### config.mk
export PLATFORM = sky130hd
export DESIGN_NAME = uart_tx_sched
export DESIGN_NICKNAME = d
export VERILOG_FILES = /design/src/rtl/uart_tx_sched.sv
export SDC_FILE = /design/constraint.sdc
export NUM_CORES = 1
export LEC_CHECK = 0
export CORE_MARGIN = 2
export CORE_UTILIZATION = 37
export CTS_CLUSTER_DIAMETER = 40
export DETAILED_ROUTE_END_ITERATION = 8
export PLACE_DENSITY = 0.69
export SYNTH_ARGS = -nofsm -noshare
export SYNTH_HDL_FRONTEND = slang
export SYNTH_SLANG_ARGS = --single-unit
### constraint.sdc
create_clock -name clk -period 2.9 [get_ports clk]
set_input_delay 0.435 -clock clk [delete_from_list [all_inputs] [get_ports clk]]
set_output_delay 0.435 -clock clk [all_outputs]
set_load 0.01 [all_outputs]
### src/rtl/uart_tx_sched.sv
// Multi-requester UART transmitter: round-robin byte arbitration with optional
// per-line grant lock (held until a newline or an idle timeout), 8N1 framing.
module uart_tx_sched #(
  parameter int unsigned N_REQ           = 4,
  parameter int unsigned CLKS_PER_BIT    = 868,
  parameter int unsigned LOCK_ON_NEWLINE = 1,
  parameter int unsigned LOCK_TIMEOUT    = 1024
) (
  input  logic                     clk,
  input  logic                     rst_n,
  input  logic [N_REQ-1:0]         req_valid_i,
  input  logic [8*N_REQ-1:0]       req_data_i,
  output logic [N_REQ-1:0]         req_ready_o,
  output logic                     tx_o,
  output logic [$clog2(N_REQ)-1:0] grant_o,
  output logic                     busy_o
);

  localparam int unsigned PW = $clog2(N_REQ);
  localparam int unsigned BW = $clog2(CLKS_PER_BIT);
  localparam int unsigned TW = $clog2(LOCK_TIMEOUT + 1);

  typedef enum logic [1:0] {IDLE, START, DATA, STOP} state_t;

  state_t          state, state_nx;
  logic [BW-1:0]   bit_cnt;
  logic [2:0]      bit_idx;
  logic [7:0]      tx_byte;
  logic [PW-1:0]   rr_ptr;
  logic [PW-1:0]   lock_idx;
  logic            lock_vld;
  logic [TW-1:0]   idle_cnt;
  logic [PW-1:0]   sel;
  logic            found;
  logic            accept;
  logic            bit_done;
  logic [7:0]      sel_data;

  // Requester selection: locked requester only, else first valid from rr_ptr.
  always_comb begin : arb
    int unsigned c;
    c     = 0;
    found = 1'b0;
    sel   = rr_ptr;
    if (lock_vld) begin
      found = req_valid_i[lock_idx];
      sel   = lock_idx;
    end else begin
      for (int unsigned i = 0; i < N_REQ; i++) begin
        c = 32'(rr_ptr) + i;
        if (c >= N_REQ) c = c - N_REQ;
        if (!found && req_valid_i[PW'(c)]) begin
          found = 1'b1;
          sel   = PW'(c);
        end
      end
    end
  end

  // rst_n gates ready so nothing is offered while reset is held.
  assign accept   = rst_n && (state == IDLE) && found;
  assign sel_data = req_data_i[{sel, 3'b000} +: 8];
  assign bit_done = (bit_cnt == BW'(CLKS_PER_BIT - 1));

  always_comb begin
    req_ready_o = '0;
    for (int unsigned k = 0; k < N_REQ; k++)
      req_ready_o[k] = accept && (sel == PW'(k));
  end

  always_ff @(posedge clk or negedge rst_n) begin
    if (!rst_n) state <= IDLE;
    else        state <= state_nx;
  end

  always_comb begin
    state_nx = state;
    tx_o     = 1'b1;
    busy_o   = 1'b1;
    case (state)
      IDLE: begin
        busy_o = 1'b0;
        if (accept) state_nx = START;
      end
      START: begin
        tx_o = 1'b0;
        if (bit_done) state_nx = DATA;
      end
      DATA: begin
        tx_o = tx_byte[bit_idx];
        if (bit_done && bit_idx == 3'd7) state_nx = STOP;
      end
      STOP: begin
        if (bit_done) state_nx = IDLE;
      end
      default: state_nx = IDLE;
    endcase
  end

  always_ff @(posedge clk or negedge rst_n) begin
    if (!rst_n) begin
      bit_cnt  <= '0;
      bit_idx  <= '0;
      tx_byte  <= '0;
      grant_o  <= '0;
      rr_ptr   <= '0;
      lock_vld <= 1'b0;
      lock_idx <= '0;
      idle_cnt <= '0;
    end else begin
      if (state == IDLE || bit_done) bit_cnt <= '0;
      else                           bit_cnt <= bit_cnt + BW'(1);

      // bit_idx naturally wraps 7->0 on the DATA->STOP transition.
      if (state == DATA && bit_done) bit_idx <= bit_idx + 3'd1;

      if (accept) begin
        tx_byte  <= sel_data;
        grant_o  <= sel;
        rr_ptr   <= (sel == PW'(N_REQ - 1)) ? '0 : sel + PW'(1);
        idle_cnt <= '0;
        if (LOCK_ON_NEWLINE != 0) begin
          lock_vld <= (sel_data != 8'h0A);
          lock_idx <= sel;
        end
      end else if (state == IDLE && lock_vld && !req_valid_i[lock_idx]) begin
        if (idle_cnt != TW'(LOCK_TIMEOUT)) idle_cnt <= idle_cnt + TW'(1);
        if (idle_cnt == TW'(LOCK_TIMEOUT - 1)) lock_vld <= 1'b0;
      end
    end
  end

endmodule

==> flow_summary.yaml, run 1 <==
job:
  drv_cap: 0
setup_path:
  slowest_stage: "dfrtp_1"
  cp.required_ns: 2.47
  startpoint: "rr_ptr[1]"
  endpoint_kind: "primary output"
  cp.arrival_ns: 2.25
  crit_family: "buffers and inverters"
  crit_chain: "nand2b_1 > a21oi_1 > o32a_1 > mux2i_4 > buf_4 > inv_2 > ha_1 > and2_1 > dlygate4sd2_1"
  slowest_delay_ns: 0.44
  cp_max_fo: 7
  r2r_slack_ns: 0.61
  worst-path-buf-inv: 3
  critPathKind: "flop to primary output"
  startpoint_type: "flop"
  rr_startpoint: "state[0]"
detailed_routing:
  detail_route.wirelength_um: 5300
  dr.pass1.iters: 4
  wire_per_inst_um: 13.6
  drcViolationCount: 0
  viasPerCell: 5.02
  first_iter_violations: 67
  antenna_left: 0
  vias: 1954
sta:
  rsz0062_at_grt: "no"
  worst_slew_pin_slew_ns: 0.564
  slew_viol_final: 0
  period_share: 0.926
  skew_ns: 0.00424
  fmax_ghz: 0.372
  setup_viol_count_final: 0
  finalCriticalPeriod_ns: 2.69
  hold_viol_final: 0
  setup-tns-final_ns: 0
  relSlewSlack: 0.619
cells_and_area:
  nets: 360
  synthToLayoutAreaGrowth_pct: 30.1
  instances_no_fill: 389
  antenna_cells_inserted: 0
  layout-drive-gt1-share: 0.162
  finalInstanceArea_sq_mm: 0.00328
clock_tree:
  clk_pin_slew_ns: 0.07
  hold_buffers: 0
  cts-root-buf: "clkbuf_8"
  insertion_delay_ns: 0.29
  tritoncts: "done"
  numCtsBuffers: 5
  cts.path.max_buffers: 2
  clkSinkCount: 39
  ctsHtreeMaxLevel: 2
logic_synthesis:
  yosysTopAreaCell: "dfrtp_1"
  synthFlopType: "dfrtp_1"
  yosys_warnings: 0
  ys_async_sr_fraction: 1.00
  ys_types: 45
  syn-cell-area_sq_mm: 0.00252
  synthTopCellsByArea: "dfrtp_1 (39%), mux2i_1 (12%), ha_1 (6.9%), mux2_2 (5.4%), nor2_1 (4.3%)"
  synth_edf_count: 0
  ys_seq_area_frac: 0.387
  synth_seq_cells: 39
  avgSynthCellArea_sq_um: 10.3
  synth_top_area_share: 0.387
  syn_inst: 246
  syn_nets: 298
floorplanning:
  start_util: 0.378
  core-area_sq_mm: 0.00668
  die_w_um: 86.6
  dieArea_sq_mm: 0.00749
  fp.dieH_um: 86.6
  ioPinCount: 46
  row_count: 30
place:
  dp_hpwl_um: 4010
  routabilityCongestion: 0.762
  dp.cells: 377
  portBuffers: 45
  place_area_sq_mm: 0.00314
global_route:
  grt_pass1_wl_um: 9130
  grt.total_usage: 0.154
  grt_max_degree: 40
  overflow: 0
  grt_pass1_vias: 1959
  antenna_found_initial: 0
pwr:
  irDropWorstVdd_uv: 178
  power.density_mw_per_mm2: 322
  leakage_nw: 1.50
min_path:
  hold_class: "primary input to asynchronous set/reset pin"
outcome:
  outcome: "completed"
-- repair_timing --
| action | in CTS | in global routing |
|---|---|---|
| resized for setup | 9 | 4 |
| gates cloned | 0 | 0 |
| pin swaps | 1 | 1 |
| endpoints found under the setup margin | 4 | 2 |
| buffers inserted | 3 | 1 |
-- through the flow --
| step | total power [mW] | hold WS, ns | util | setup WS (ns) |
|---|---|---|---|---|
| 2_1_floorplan | 0.618 | 0.139 | - | 0.683 |
| 3_3_place_gp | 0.707 | 0.479 | 0.471 | -0.111 |
| 4_1_cts | 1.07 | 0.241 | 0.489 | 0.00426 |
| 6_report | 1.06 | 0.224 | 0.491 | 0.214 |
| 5_1_grt | 1.10 | 0.285 | 0.491 | 0.0969 |
| 3_5_place_dp | 0.708 | 0.486 | 0.471 | -0.158 |
-- worst paths after layout --
kind	endpoint	depth (start not counted)
max	req_ready_o[2]	9
min	state[0]	2
max reg2reg	rr_ptr[1]	7
min reg2reg	bit_cnt[0]	1
max in group asynchronous	idle_cnt[6]	2
min in group clk	bit_cnt[0]	1
-- area by class of cell --
| class | count | area, sq um |
|---|---|---|
| multi-input combinational | 186 | 1490 |
| inverter | 14 | 52.6 |
| sequential | 39 | 976 |
| clock buffer | 7 | 76.3 |
| timing repair buffer | 62 | 578 |
| fill | 642 | 3400 |
| clock inverter | 1 | 5.00 |
| tap | 80 | 100 |
-- layer usage --
metal,global-route usage,wire [um]
met5,0,0
met4,0.0497,53
met1,0.200,2460
met2,0.261,2660
met3,0.0257,130
-- synthesized netlist by cell type (2+ instances only) --
cell / number
nor3_1: 3
mux4_2: 3
mux2i_1: 29
nand4_1: 4
nor2b_1: 2
nor2_1: 29
nand2_1: 11
and3_1: 5
o21ai_0: 7
clkbuf_1: 2
nor2_2: 2
xnor2_1: 6
nor4b_1: 2
dfrtp_1: 39
nand3_1: 8
nand2b_1: 3
nor4_1: 3
inv_1: 13
or3_1: 3
nor4bb_1: 2
mux2_2: 12
ha_1: 14
a21oi_1: 6
and2_1: 4
buf_2: 4
xor2_1: 11
-- placed cells by master (no fill, tap or decap), drive strengths merged, types with 3 or more instances in the layout --
| master | netlist | layout |
|---|---|---|
| dfrtp | 39 | 39 |
| clkdlybuf4s50 | 0 | 36 |
| nor2 | 31 | 31 |
| mux2i | 30 | 30 |
| buf | 5 | 18 |
| ha | 14 | 14 |
| inv | 14 | 14 |
| mux2 | 12 | 12 |
| nand2 | 11 | 11 |
| xor2 | 11 | 11 |
| nand3 | 8 | 8 |
| o21ai | 7 | 7 |
| clkbuf | 2 | 7 |
| a21oi | 6 | 6 |
| xnor2 | 6 | 6 |
| and3 | 5 | 5 |
| nand4 | 4 | 4 |
| and2 | 4 | 4 |
| dlymetal6s2s | 0 | 4 |
| dlygate4sd2 | 0 | 4 |
| nand2b | 3 | 3 |
| mux4 | 3 | 3 |
| or3 | 3 | 3 |
| nor3 | 3 | 3 |
| nor4 | 3 | 3 |
-- flip-flops by register name (all words and copies together) (netlist names) --
name,cells
idle_cnt,11
bit_cnt,10
tx_byte,8
bit_idx,3
lock_idx,2
rr_ptr,2
state,2
lock_vld,1
-- worst reg2reg max path, cell delays in order, from the launching register on --
cell and delay, ns:
dfrtp_1 0.40, inv_1 0.13, ha_1 0.24, nand2_1 0.15, a311oi_4 0.39, buf_4 0.18
buf_4 0.31, mux2_2 0.39
-- power breakdown --
group | internal [mW] | switching, mW
sequential | 0.546 | 0.00251
combinational | 0.0900 | 0.0657
clock | 0.169 | 0.184
total | 0.804 | 0.252
-- kinds of logic after synthesis --
| family | count (synthesis) | share of synthesized area |
|---|---|---|
| AOI/OAI and AO/OA | 24 | 0.0704 |
| xor gates and xnor gates | 17 | 0.0590 |
| adders and majority gates | 14 | 0.0694 |
| buffers and inverters | 21 | 0.0362 |
| DFF | 39 | 0.387 |
| muxes | 45 | 0.201 |
| and+or+nand+nor | 86 | 0.177 |
(Power assumes the default switching activity.)
==> run 2, diff against run 1 <==
Settings changed: CORE_ASPECT_RATIO set to 0.9.
==> run 2 against run 1 <==
- die area hardly changed
- global-route usage is 0.45 points higher
- maximum frequency shrank 3.7%
- largest power group unchanged
- worst setup slack lost 0.10 ns
- hold slack lost 0.013 ns
- highest routed layer unchanged
- clock-buffer cell count down 1
- combinational power about the same
- non-clock buffer count is 1 higher
- final area up 0.46%
- routed wire length is 3.7% higher
- sequential power is essentially flat
- critical path depth grew 1
==> flow_summary.yaml, run 2 (same netlist as run 1, synthesis figures left out) <==
clock_tree:
  insertion_delay_ns: 0.29
  hold_buffers: 0
  clkSinkCount: 39
  cts.path.max_buffers: 2
  cts-root-buf: "clkbuf_8"
  clk_pin_slew_ns: 0.07
  numCtsBuffers: 5
  tritoncts: "done"
  ctsHtreeMaxLevel: 2
setup_path:
  critPathKind: "primary input to primary output"
  r2r_slack_ns: 0.54
  startpoint_type: "primary input"
  r2r_cells: 7
  cp.arrival_ns: 2.35
  cp-endpoint: "req_ready_o[3]"
  cp_max_fo: 4
  rr_startpoint: "state[0]"
  r2r_end: "tx_byte[1]"
  endpoint_kind: "primary output"
  cp.required_ns: 2.47
  startpoint: "req_valid_i[2]"
sta:
  setup_viol_count_final: 0
  fmax_ghz: 0.359
  hold_viol_final: 0
  setup-tns-final_ns: 0
  period_share: 0.962
  slew_viol_final: 0
  rsz0062_at_grt: "no"
  setup_ws_ns: 0.111
  worst_slew_pin_slew_ns: 0.565
  finalCriticalPeriod_ns: 2.79
  skew_ns: 0.00443
  relSlewSlack: 0.618
outcome:
  outcome: "completed"
pwr:
  power.density_mw_per_mm2: 326
  leakage_nw: 1.48
  pwr-share-clk: 0.348
  switching_share: 0.236
  p_sw_mw: 0.254
  finalPower_mw: 1.08
  p_int_mw: 0.822
  p_seq_frac: 0.509
  combinationalPowerShare: 0.143
  irDropWorstVdd_uv: 206
global_route:
  grt_max_degree: 40
  grt.total_usage: 0.158
  overflow: 0
  grt_pass1_wl_um: 9380
  antenna_found_initial: 0
  grt_pass1_vias: 1984
detailed_routing:
  drcViolationCount: 0
  first_iter_violations: 53
  wire_per_inst_um: 13.8
  vias: 1966
  detail_route.wirelength_um: 5500
  dr.pass1.iters: 4
  viasPerCell: 4.93
  antenna_left: 0
floorplanning:
  fp.dieH_um: 82.3
  start_util: 0.383
  row_count: 28
  ioPinCount: 46
  die_w_um: 91.0
  core-area_sq_mm: 0.00659
  dieArea_sq_mm: 0.00749
cells_and_area:
  largest_reg_flops: 11
  regArea_sq_um: 976
  nets: 361
  layout-drive-gt1-share: 0.165
  antenna_cells_inserted: 0
  top_regs: "idle_cnt x11, bit_cnt x10, tx_byte x8"
  multiInputGateArea_sq_mm: 0.00149
  mostFrequentLayoutCells: "dfrtp_1 (39), clkdlybuf4s50_1 (39), mux2i_1 (29), nor2_1 (28), buf_4 (18)"
  final.fill_count: 642
  synthToLayoutAreaGrowth_pct: 30.7
  finalInstanceArea_sq_mm: 0.00330
  top_register: "idle_cnt"
min_path:
  hold_class: "primary input to asynchronous set/reset pin"
place:
  place_area_sq_mm: 0.00317
  pre_cts_ws_ns: -0.229
  portBuffers: 45
  dp_hpwl_um: 4260
  routabilityCongestion: 0.751
job:
  drv_cap: 0
## run 2: cell type report
cell class	instances	area share
clock buffers	6	0.0250
clock inverters	1	0.00152
well taps	90	0.0342
inverters	14	0.0159
repair buffers	63	0.175
multi-input cells	186	0.452
flip-flops and latches	39	0.296
## run 2: how the worst min path moves through the flow
stage	start	end	slack (ns)	cells after the start
CTS	rst_n	idle_cnt[9]	0.23	2
global placement	bit_cnt[0]	bit_cnt[0]	0.48	1
detailed placement	tx_byte[0]	tx_byte[0]	0.50	1
finish	rst_n	idle_cnt[9]	0.21	2
global route	rst_n	idle_cnt[9]	0.25	2
floorplan	rst_n	bit_cnt[0]	0.14	0
## run 2: power by group through the flow
stage | logic (mW) | clock network, mW | registers, mW
floorplan | 0.0598 | 0 | 0.558
global placement | 0.148 | 0 | 0.559
detailed placement | 0.149 | 0 | 0.559
CTS | 0.156 | 0.384 | 0.548
global route | 0.169 | 0.407 | 0.548
finish | 0.154 | 0.374 | 0.548
## run 2: metrics by stage
stage	utilization	std cells	hold slack, ns
finish	0.501	399	0.211
floorplan	-	246	0.139
detailed placement	0.482	389	0.495
global route	0.501	399	0.248
CTS	0.500	399	0.226
global placement	0.482	389	0.481
## run 2: what timing repair did
item                                    4_1_cts  5_1_grt
endpoints found under the setup margin        4        3
setup buffers                                 3        0
pin swaps                                     2        0
hold endpoints to repair                      0        0
gates resized for setup                       8        1
## run 2: worst max-delay path, stage by stage
cell	delay [ns]
clkdlybuf4s50_1	0.48
nand2b_1	0.10
a21oi_1	0.06
o32a_1	0.36
mux2i_4	0.15
buf_4	0.15
inv_2	0.04
ha_1	0.16
and2_1	0.13
dlygate4sd2_1	0.28
## run 2: metal layers
metal / wire length, um / GRT usage / vias to the layer above
li1: - / - / 994
met1: 2650 / 0.206 / 938
met2: 2640 / 0.269 / 23
met3: 115 / 0.0327 / 11
met4: 90 / 0.0500 / 0
met5: 0 / 0 / -
==> run 3, diff against run 2 <==
==> constraint.sdc (replaced) <==
create_clock -name clk -period 2.9 [get_ports clk]
set_input_delay 0.87 -clock clk [delete_from_list [all_inputs] [get_ports clk]]
set_output_delay 0.87 -clock clk [all_outputs]
set_load 0.01 [all_outputs]
==> run 3 against run 2 <==
- the run now ends with setup timing left
- critical path depth fell by 1
- clock skew is 0.0064 ns higher
- register-to-register slack got worse by 0.12 ns
- routed wire length rose by 3.5%
- first-iteration DRC count up 62%
- maximum frequency decreased by 9.3%
==> flow_summary.yaml, run 3 (same netlist as run 1, synthesis figures left out) <==
outcome:
  outcome: "finished, violations left"
  failed_checks: "setup timing"
cells_and_area:
  multiInputGateArea_sq_mm: 0.00158
  top_register: "idle_cnt"
  synthToLayoutAreaGrowth_pct: 37.4
  layout-drive-gt1-share: 0.261
  largest_reg_flops: 11
  regArea_sq_um: 977
  final.fill_count: 603
  nets: 369
  finalInstanceArea_sq_mm: 0.00346
  top_regs: "idle_cnt x11, bit_cnt x10, tx_byte x8"
  final_util: 0.526
  antenna_cells_inserted: 0
  mostFrequentLayoutCells: "dfrtp_1 (38), clkdlybuf4s50_1 (36), nor2_1 (29), mux2i_1 (28), buf_4 (22)"
  final_common_cell: "dfrtp_1"
pwr:
  combinationalPowerShare: 0.160
  p_int_mw: 0.810
  p_sw_mw: 0.269
  pwr-share-clk: 0.332
  p_seq_frac: 0.508
  switching_share: 0.249
  irDropWorstVdd_uv: 153
  power.density_mw_per_mm2: 311
  leakage_nw: 1.53
setup_path:
  startpoint_type: "primary input"
  critPathKind: "primary input to primary output"
  endpoint_kind: "primary output"
  r2r_end: "tx_byte[3]"
  cp_max_fo: 5
  cp.required_ns: 2.03
  r2r_cells: 10
  cp.arrival_ns: 2.21
  rr_startpoint: "rr_ptr[1]"
  r2r_slack_ns: 0.42
sta:
  timing.hold.ws_ns: 0.494
  slew_viol_final: 0
  period_share: 1.06
  worst_slew_pin_slew_ns: 0.563
  relSlewSlack: 0.620
  rsz0062_at_grt: "yes"
  skew_ns: 0.0109
  setup_ws_ns: -0.176
  finalCriticalPeriod_ns: 3.08
  hold_viol_final: 0
  setup_viol_count_final: 4
  setup-tns-final_ns: -0.691
  fmax_ghz: 0.325
global_route:
  grt_pass1_wl_um: 10000
  grt.total_usage: 0.169
  grt_pass1_vias: 2113
  antenna_found_initial: 0
  overflow: 0
  grt_max_degree: 40
min_path:
  min_from: "bit_cnt[0]"
  hold_depth: 1
  hold_class: "flop to flop"
  hold_end: "bit_cnt[0]"
clock_tree:
  cts-root-buf: "clkbuf_8"
  cts.path.max_buffers: 2
  clkSinkCount: 39
  ctsHtreeMaxLevel: 2
  tritoncts: "done"
  numCtsBuffers: 5
  insertion_delay_ns: 0.30
  clk_pin_slew_ns: 0.07
  hold_buffers: 0
place:
  place_area_sq_mm: 0.00326
  portBuffers: 45
  dp_hpwl_um: 4330
  routabilityCongestion: 0.792
  pre_cts_ws_ns: -1.08
detailed_routing:
  wl_met1_um: 2750
  antenna_left: 0
  routed.top_layer: "met4"
  wl_met2_um: 2670
  wire_per_inst_um: 14.0
  dr.pass1.iters: 4
  vias: 2043
  drcViolationCount: 0
  met3_length_um: 155
  viasPerCell: 5.01
  first_iter_violations: 86
  detail_route.wirelength_um: 5690
floorplanning:
  start_util: 0.383
  fp.dieH_um: 82.3
  row_count: 28
  die_w_um: 91.0
  ioPinCount: 46
  core-area_sq_mm: 0.00659
  dieArea_sq_mm: 0.00749
job:
  drv_cap: 0
==> run 3: cell types whose count changed in the layout (fill, tap and decap cells not counted), sizes merged <==
cell,previous run,this run
clkdlybuf4s50,39,36
dlymetal6s2s,1,0
buf,19,35
dlygate4sd2,4,0
clkinv,1,3
clkbuf,6,5
==> run 3: routing by layer <==
metal,vias to the layer above,GRT usage
met1,999,0.218
li1,1007,-
met4,0,0.0576
met5,-,0
met2,25,0.287
met3,12,0.0345
==> run 3: what timing repair did <==
action	CTS	global route
pin swaps	4	2
gates resized for setup	54	2
endpoints found under the setup margin	16	5
setup buffers	7	2
==> run 3: worst max-delay path, stage by stage <==
cell and delay [ns]:
buf_8 0.11, nor2b_4 0.12, o32a_1 0.38, mux2i_4 0.18, buf_6 0.13, inv_6 0.04
ha_4 0.14, and2_4 0.13, buf_6 0.11
==> run 3: worst max path at each step <==
| stage | startpoint | end | slack [ns] | cells past startpoint |
|---|---|---|---|---|
| after CTS | req_valid_i[2] | req_ready_o[2] | -0.16 | 9 |
| final | req_valid_i[2] | req_ready_o[2] | -0.18 | 9 |
| after global placement | req_valid_i[2] | req_ready_o[1] | -1.02 | 9 |
| after global routing | req_valid_i[0] | req_ready_o[0] | -0.23 | 9 |
| after detailed placement | req_valid_i[2] | req_ready_o[1] | -1.08 | 9 |
| after floorplan | req_valid_i[0] | req_ready_o[2] | -0.04 | 7 |
==> run 3: cell type report <==
| type | count | area share |
|---|---|---|
| Inverter | 14 | 0.0173 |
| Clock buffer | 5 | 0.0199 |
| Tap cell | 90 | 0.0325 |
| Sequential cell | 39 | 0.282 |
| Clock inverter | 3 | 0.00433 |
| Timing Repair Buffer | 71 | 0.188 |
| Multi-Input combinational cell | 186 | 0.456 |
==> run 3: power groups by stage <==
stage / logic (mW) / clock network, mW / registers [mW]
3_3_place_gp: 0.155 / 0 / 0.559
3_5_place_dp: 0.157 / 0 / 0.559
2_1_floorplan: 0.0675 / 0 / 0.558
5_1_grt: 0.190 / 0.390 / 0.548
4_1_cts: 0.173 / 0.371 / 0.548
6_report: 0.173 / 0.358 / 0.548
==> run 3: stage by stage <==
stage,std cells,total power [mW]
2_1_floorplan,246,0.626
3_3_place_gp,392,0.713
3_5_place_dp,392,0.716
4_1_cts,406,1.09
5_1_grt,408,1.13
6_report,408,1.08
